## config.mk

```make
export PLATFORM = sky130hd
export DESIGN_NAME = button_conditioner
export DESIGN_NICKNAME = d
export VERILOG_FILES = /design/src/rtl/simon_pkg.sv /design/src/rtl/btn_debounce_ch.sv /design/src/rtl/button_conditioner.sv
export SDC_FILE = /design/constraint.sdc
export NUM_CORES = 1
export LEC_CHECK = 0
export BUFFER_PORTS_ARGS = -buffer_cell sky130_fd_sc_hd__buf_2
export CAP_MARGIN = 20
export CELL_PAD_IN_SITES_DETAIL_PLACEMENT = 2
export CELL_PAD_IN_SITES_GLOBAL_PLACEMENT = 2
export CORE_UTILIZATION = 38
export CTS_BUF_LIST = sky130_fd_sc_hd__clkbuf_2 sky130_fd_sc_hd__clkbuf_4 sky130_fd_sc_hd__clkbuf_8
export DETAILED_ROUTE_END_ITERATION = 8
export PLACE_DENSITY = 0.85
export SLEW_MARGIN = 20
export SYNTH_ARGS = -nofsm -noshare
export SYNTH_HDL_FRONTEND = slang
export SYNTH_HIERARCHICAL = 1
export SYNTH_SLANG_ARGS = --single-unit
```

## constraint.sdc

```tcl
create_clock -name clk -period 2.43 [get_ports clk]
set_clock_uncertainty 0.2 [all_clocks]
set_input_delay 0.486 -clock clk [delete_from_list [all_inputs] [get_ports clk]]
set_output_delay 0.486 -clock clk [all_outputs]
set_load 0.005 [all_outputs]
```

## src/rtl/simon_pkg.sv

```systemverilog
// Shared types and defaults for the Simon game front end.
package simon_pkg;

  localparam int unsigned NUM_BTN_DEF         = 4;
  localparam int unsigned TICKS_PER_MILLI_DEF = 50;
  localparam int unsigned IDX_W               = 2;

  typedef logic [IDX_W-1:0] btn_idx_t;

  typedef enum logic [1:0] {
    IDLE     = 2'd0,
    HELD     = 2'd1,
    WAIT_REL = 2'd2
  } cond_state_t;

endpackage

```

## src/rtl/btn_debounce_ch.sv

```systemverilog
// One button channel: input synchroniser, ms-tick debounce counter and stable level.
module btn_debounce_ch #(
  parameter int unsigned DEBOUNCE_MS = 10,
  parameter int unsigned SYNC_STAGES = 2
) (
  input  logic clk,
  input  logic rst,
  input  logic btn_raw_i,
  input  logic ms_tick_i,
  output logic level_o
);

  localparam int unsigned CNT_W = $clog2(DEBOUNCE_MS + 1);

  logic [SYNC_STAGES-1:0] sync_q, sync_d;
  logic [CNT_W-1:0]       cnt_q, cnt_d;
  logic                   level_q, level_d;

  // A level is accepted only after DEBOUNCE_MS consecutive disagreeing ticks.
  always_comb begin
    sync_d  = {sync_q[SYNC_STAGES-2:0], btn_raw_i};
    cnt_d   = cnt_q;
    level_d = level_q;
    if (sync_q[SYNC_STAGES-1] == level_q) begin
      cnt_d = '0;
    end else if (ms_tick_i) begin
      if (cnt_q == CNT_W'(DEBOUNCE_MS - 1)) begin
        level_d = ~level_q;
        cnt_d   = '0;
      end else begin
        cnt_d = cnt_q + CNT_W'(1);
      end
    end
  end

  always_ff @(posedge clk) begin
    if (!rst) begin
      sync_q  <= '0;
      cnt_q   <= '0;
      level_q <= 1'b0;
    end else begin
      sync_q  <= sync_d;
      cnt_q   <= cnt_d;
      level_q <= level_d;
    end
  end

  assign level_o = level_q;

endmodule

```

## src/rtl/button_conditioner.sv

```systemverilog
// Debounces the player buttons and turns stable levels into press/release/chord events.
module button_conditioner #(
  parameter int unsigned NUM_BTN         = simon_pkg::NUM_BTN_DEF,
  parameter int unsigned TICKS_PER_MILLI = simon_pkg::TICKS_PER_MILLI_DEF,
  parameter int unsigned DEBOUNCE_MS     = 10,
  parameter int unsigned SYNC_STAGES     = 2
) (
  input  logic                clk,
  input  logic                rst,
  input  logic [NUM_BTN-1:0]  btn_raw,
  input  logic                enable,
  output logic [NUM_BTN-1:0]  btn_level,
  output logic                press_valid,
  output logic [1:0]          press_idx,
  output logic                release_valid,
  output logic                chord_err,
  output logic                any_held
);
  import simon_pkg::*;

  localparam int unsigned PRE_W = (TICKS_PER_MILLI > 1) ? $clog2(TICKS_PER_MILLI) : 1;

  if (NUM_BTN > 4 || NUM_BTN < 1) begin : g_bad_num_btn
    $error("NUM_BTN must be 1..4");
  end
  if (SYNC_STAGES < 2) begin : g_bad_sync
    $error("SYNC_STAGES must be at least 2");
  end

  logic [PRE_W-1:0]   pre_q, pre_d;
  logic               ms_tick;
  logic [NUM_BTN-1:0] lvl, prev_q, rise, fall, idx_mask, other_rise;
  logic               single_rise;
  btn_idx_t           rise_idx;

  cond_state_t state_q, state_d;
  logic        press_q, press_d, rel_q, rel_d, chord_q, chord_d;
  btn_idx_t    idx_q, idx_d;

  assign ms_tick = (pre_q == PRE_W'(TICKS_PER_MILLI - 1));
  assign pre_d   = ms_tick ? '0 : pre_q + PRE_W'(1);

  for (genvar g = 0; g < NUM_BTN; g++) begin : g_ch
    btn_debounce_ch #(
      .DEBOUNCE_MS (DEBOUNCE_MS),
      .SYNC_STAGES (SYNC_STAGES)
    ) u_ch (
      .clk       (clk),
      .rst       (rst),
      .btn_raw_i (btn_raw[g]),
      .ms_tick_i (ms_tick),
      .level_o   (lvl[g])
    );
  end

  assign rise        = lvl & ~prev_q;
  assign fall        = ~lvl & prev_q;
  assign idx_mask    = NUM_BTN'(1) << idx_q;
  assign other_rise  = rise & ~idx_mask;
  assign single_rise = (rise != '0) && ((rise & (rise - NUM_BTN'(1))) == '0);

  always_comb begin
    rise_idx = '0;
    for (int i = 0; i < int'(NUM_BTN); i++) begin
      if (rise[i]) rise_idx = btn_idx_t'(i);
    end
  end

  always_ff @(posedge clk) begin
    if (!rst) begin
      state_q <= WAIT_REL;
      pre_q   <= '0;
      prev_q  <= '0;
      press_q <= 1'b0;
      rel_q   <= 1'b0;
      chord_q <= 1'b0;
      idx_q   <= '0;
    end else begin
      state_q <= state_d;
      pre_q   <= pre_d;
      prev_q  <= lvl;
      press_q <= press_d;
      rel_q   <= rel_d;
      chord_q <= chord_d;
      idx_q   <= idx_d;
    end
  end

  // A foreign rise while held beats a same-cycle release.
  always_comb begin
    state_d = state_q;
    unique case (state_q)
      IDLE: begin
        if (rise != '0) state_d = (enable && single_rise) ? HELD : WAIT_REL;
      end
      HELD: begin
        if (other_rise != '0)            state_d = WAIT_REL;
        else if ((fall & idx_mask) != '0) state_d = IDLE;
      end
      WAIT_REL: begin
        if (lvl == '0) state_d = IDLE;
      end
      default: state_d = WAIT_REL;
    endcase
  end

  always_comb begin
    press_d = 1'b0;
    rel_d   = 1'b0;
    chord_d = 1'b0;
    idx_d   = idx_q;
    if (state_q == IDLE && enable && rise != '0) begin
      press_d = single_rise;
      chord_d = !single_rise;
      if (single_rise) idx_d = rise_idx;
    end
    if (state_q == HELD) begin
      chord_d = (other_rise != '0);
      rel_d   = (other_rise == '0) && ((fall & idx_mask) != '0);
    end
  end

  assign btn_level     = lvl;
  assign press_valid   = press_q;
  assign press_idx     = idx_q;
  assign release_valid = rel_q;
  assign chord_err     = chord_q;
  assign any_held      = |lvl;

endmodule

```

# After elaboration in Yosys (flattened, before gate mapping)
# Cells that the tools add are included.
[totals]
input_bits = 7
output_inout_bits = 10
reg_bits = 45
[op_classes]
reduce_logical = 27
bitwise = 17
n_eq_ne = 14
n_shift = 1
addsub = 6
mux = 15
[op_table]
columns = ["op", "count"]
rows = [
  ["$and A4 B4 Y4", 5],
  ["$add A4 B1 Y4 const B", 4],
  ["$eq A4 B4 Y1 const B", 4],
  ["$mux W4", 4],
  ["$reduce_and A3 Y1", 5],
  ["$mux W2", 7],
  ["$logic_not A4 Y1", 3],
  ["$not A4 Y4", 3],
  ["$reduce_bool A4 Y1", 3],
  ["$reduce_or A2 Y1", 5],
  ["$not A1 Y1", 9],
  ["$add A6 B1 Y6 const B", 1],
  ["$eq A6 B6 Y1 const B", 1],
  ["$pmux W2 S3", 1],
  ["$reduce_and A2 Y1", 3],
  ["$logic_and A1 B1 Y1", 5],
  ["$eq A1 B1 Y1", 4],
  ["$ne A2 B2 Y1 const B", 2],
  ["$reduce_or A4 Y1", 1],
  ["$shl A1 B2 Y4 const A", 1],
  ["$sub A4 B1 Y4 const B", 1],
  ["$mux W1", 3],
  ["$ne A3 B3 Y1 const B", 1],
  ["$eq A2 B1 Y1 const B", 1],
  ["other kinds (3)", 3],
]

# Longest topological paths before layout
[depth]
depth_word = 10
depth_mapped = 7

# By module
# The synthesis kept the hierarchy.
[by_module_without_submodules]
columns = ["mod", "cells_per_inst", "area_each_um2", "instances"]
rows = [
  ["btn_debounce_ch", 30, 284.0, 4],
  ["button_conditioner", 94, 850.8, 1],
]

# Worst setup path before layout
# OpenSTA, ideal clock, no wires.
[synth_path]
path_kind = "register to register"
start = "register pre_q[0]"
end = "register g_ch[0].u_ch.cnt_q[1]"
path_stages_with_launch = 7
path_slack_ns = 0.237
t_arrival_ns = 1.927
setup_ns = 0.066
cell_sequence = "dfxtp_1 > ha_1 > nand4b_1 > nor2_1 > nand2_2 > or3_1 > a21oi_2"
[synth_between]
elab_chain_len = 1
[synth_rtl]
columns = ["element", "line", "rtl"]
rows = [
  ["start, declared", "button_conditioner.sv:30", "logic [PRE_W-1:0] pre_q, pre_d;"],
  ["start signal, assigned", "button_conditioner.sv:80", "pre_q <= pre_d;"],
  ["$eq A6 B6 Y1", "button_conditioner.sv:40", "assign ms_tick = (pre_q == PRE_W'(TICKS_PER_MILLI - 1));"],
  ["net ms_tick", "button_conditioner.sv:31", "logic ms_tick;"],
  ["end signal, assigned", "btn_debounce_ch.sv:43", "cnt_q <= cnt_d;"],
  ["end, declared", "btn_debounce_ch.sv:16", "logic [CNT_W-1:0] cnt_q, cnt_d;"],
]
# The timed path passes the listed nets, and every way through them passes these cells.
# A chain may end at the register's enable or synchronous reset.

# Worst setup path in the final report
[layout_path]
start = "register g_ch[1].u_ch.level_q"
end = "output port any_held"
[layout_between]
elab_chain_len = 1
[layout_rtl]
columns = ["element", "line", "rtl"]
rows = [
  ["start, declared", "btn_debounce_ch.sv:17", "logic level_q, level_d;"],
  ["start signal, assigned", "btn_debounce_ch.sv:44", "level_q <= level_d;"],
  ["$reduce_or A4 Y1", "button_conditioner.sv:128", "assign any_held = |lvl;"],
  ["end, declared", "button_conditioner.sv:17", "output logic any_held"],
]
# No other way between the ends.

==> results.yml <==
status:
  status: "finished, final reports clean"
clocking:
  clock_sinks: 45
  clockBufferDepth: 2
  clkTransAtPathRegs_ns: 0.09
  numCtsBuffers: 5
  cts_tree: "yes"
  root_buffer: "clkbuf_8"
  post_cts_buffers: 0
  cts_hold_buf: 0
  clk_latency_ns: 0.29
  cts_resized: 0
  h-tree-depth: 2
detailed_routing:
  initialDrtViolationCount: 34
  wl_um: 4690
  drtPass1Iterations: 4
  drc: 0
  postRouteAntennaNets: 0
  vias: 1578
  dr_wl_met2_um: 2390
  wl_met1_um: 2170
  vias_per_cell: 5.16
  met3_length_um: 96
  wl_per_cell_um: 15.3
  top_layer_used: "met4"
grt:
  antenna_found_initial: 0
  grt_pass1_wl_um: 7940
  grt_max_degree: 33
  grt_pass1_vias: 1714
  grt_remaining_overflow: 0
  grtUsageTotal_pct: 19.2
floorplanning:
  die_h_um: 74.3
  die_w_um: 74.3
  core-area_sq_um: 4880
  rows: 25
  num_io_pins: 17
  initial_utilization_pct: 40.7
  dieArea_sq_um: 5520
logic_synthesis:
  postSynthAreaPerCell_sq_um: 9.28
  ys.flop_type: "dfxtp_1"
  synth_top_cell_area_share_pct: 45.3
  yosys_warnings: 6
  synthArstFlopShare_pct: 0
  synth_cell_types: 41
  syn_area_sq_um: 1990
  ys_seq_elements: 45
  yosysMostFrequentCell: "dfxtp_1"
  syn-instance-count: 214
  synth_edf_count: 0
  seq_area_frac_synth_pct: 45.3
  yosys-top-cells-area: "dfxtp_1, xor2_1, and2_1"
  synth_common_cells: "dfxtp_1, nand2_1, nor2_1"
  synth_top_area_cell: "dfxtp_1"
  synth.net_count: 223
sta:
  worst_slew_pin_slew_ns: 0.533
  grt_setup_unrepaired: "no"
  setup_violations: 0
  fmax_mhz: 472
  slew_headroom_pct: 64.4
  fin_tns_setup_ns: 0
  min_period_ns: 2.12
  hold_viol_final: 0
  report.final.slew_viol_count: 0
  finalCritPeriodShare_pct: 87.2
place:
  post_dp_cell_area_sq_um: 2160
  io_buffers: 16
  dp_hpwl_um: 3440
  gp_congestion: 0.780
cells_and_area:
  final_nets: 247
  antenna_cells: 0
  area_growth_pct: 14.6
  drive_gt1_share_pct: 18.8
  design_area_sq_um: 2280
power_and_ir_drop:
  power_leakage_nw: 0.865
  power.density_nw_per_um2: 601
  irDropWorstVdd_mv: 0.380
critical_path:
  end_kind: "output port"
  start_kind: "flip-flop"
  worstPathArrival_ns: 1.43
  cp.required_ns: 1.74
  critPathKind: "flip-flop to output port"
  crit_path_max_fanout: 8
flow_run:
  maxCapViolCount: 0
hold_path:
  hp-class: "input port to flip-flop"
==> final timing paths <==
kind	slack (ns)	cells past startpoint	start	end
setup / recovery	0.31	2	g_ch[1].u_ch/level_o$_SDFFE_PN0P_	any_held
hold / removal	0.19	2	btn_raw[3]	g_ch[3].u_ch/sync_q[0]$_SDFF_PN0_
setup reg to reg	0.51	7	pre_q[0]$_SDFF_PP0_	g_ch[0].u_ch/level_o$_SDFFE_PN0P_
hold reg to reg	0.23	1	g_ch[0].u_ch/sync_q[0]$_SDFF_PN0_	g_ch[0].u_ch/sync_q[1]$_SDFF_PN0_
==> per-layer routing <==
layer / up-vias / global-route usage [%]
met3: 4 / 4.07
met1: 777 / 22.6
li1: 783 / -
met4: 0 / 5.03
met5: - / 0
met2: 14 / 35.2
==> power breakdown <==
part / total (W) / internal [W] / switching, W
Clock: 0.000571 / 0.000320 / 0.000251
Sequential: 0.000757 / 0.000748 / 0.00000888
Combinational: 0.0000400 / 0.0000162 / 0.0000238
Total: 0.00137 / 0.00108 / 0.000283
==> metrics by stage <==
stage          hold slack, ns  total power, W  setup WS, ns  cells  utilization [%]
2_1_floorplan           0.212        0.000796         0.237    214                -
3_3_place_gp            0.216        0.000813         0.627    298             44.3
3_5_place_dp            0.225        0.000816         0.479    298             44.3
4_1_cts                 0.186         0.00139         0.299    306             46.7
5_1_grt                 0.195         0.00142         0.256    306             46.7
6_report                0.192         0.00137         0.311    306             46.7
==> worst max-delay path: stages (launching register included) <==
cell and delay [ns]:
dfxtp_1 0.41, or4_4 0.58, buf_2 0.14
==> flip-flops by register name, summed over array words and instances, names as in the netlist <==
signal	count
state_q	2
g_ch.u_ch/level_o	4
press_idx	2
pre_q	6
g_ch.u_ch/cnt_q	16
prev_q	4
release_valid	1
press_valid	1
g_ch.u_ch/sync_q	8
chord_err	1
==> cell type report <==
type / instances / area [sq um]
Tap cell: 67 / 83.8
Inverter: 4 / 15.0
Sequential cell: 45 / 901
Timing Repair Buffer: 19 / 103
Clock buffer: 6 / 76.3
Fill cell: 554 / 2600
Multi-Input combinational cell: 163 / 1060
Clock inverter: 2 / 38.8
==> cells in the final DEF, fill, tap and decap left out, types with 4 or more instances in the layout <==
cell type and instances:
inv_1 4, clkbuf_8 5, nand2_1 22, mux2i_1 6
nor2_1 21, nand2_2 4, o21ai_0 8, dfxtp_1 45
xor2_1 11, nor2b_1 11, and2_1 14, xnor2_1 7
or3_1 4, and4b_2 4, a21oi_1 6, a21oi_2 5
nand3_1 6, nor3b_1 5, buf_2 16
==> cell families after synthesis <==
| group | after synthesis | share of synthesized area [%] |
|---|---|---|
| XOR/XNOR | 18 | 7.93 |
| adder cells (fa/ha/maj) | 3 | 1.76 |
| AND/OR/NAND/NOR | 104 | 29.2 |
| buffers and inverters | 6 | 1.32 |
| flip-flops | 45 | 45.3 |
| AO/OA/AOI/OAI | 32 | 11.5 |
| multiplexers | 6 | 3.02 |
(Power assumes the default switching activity.)
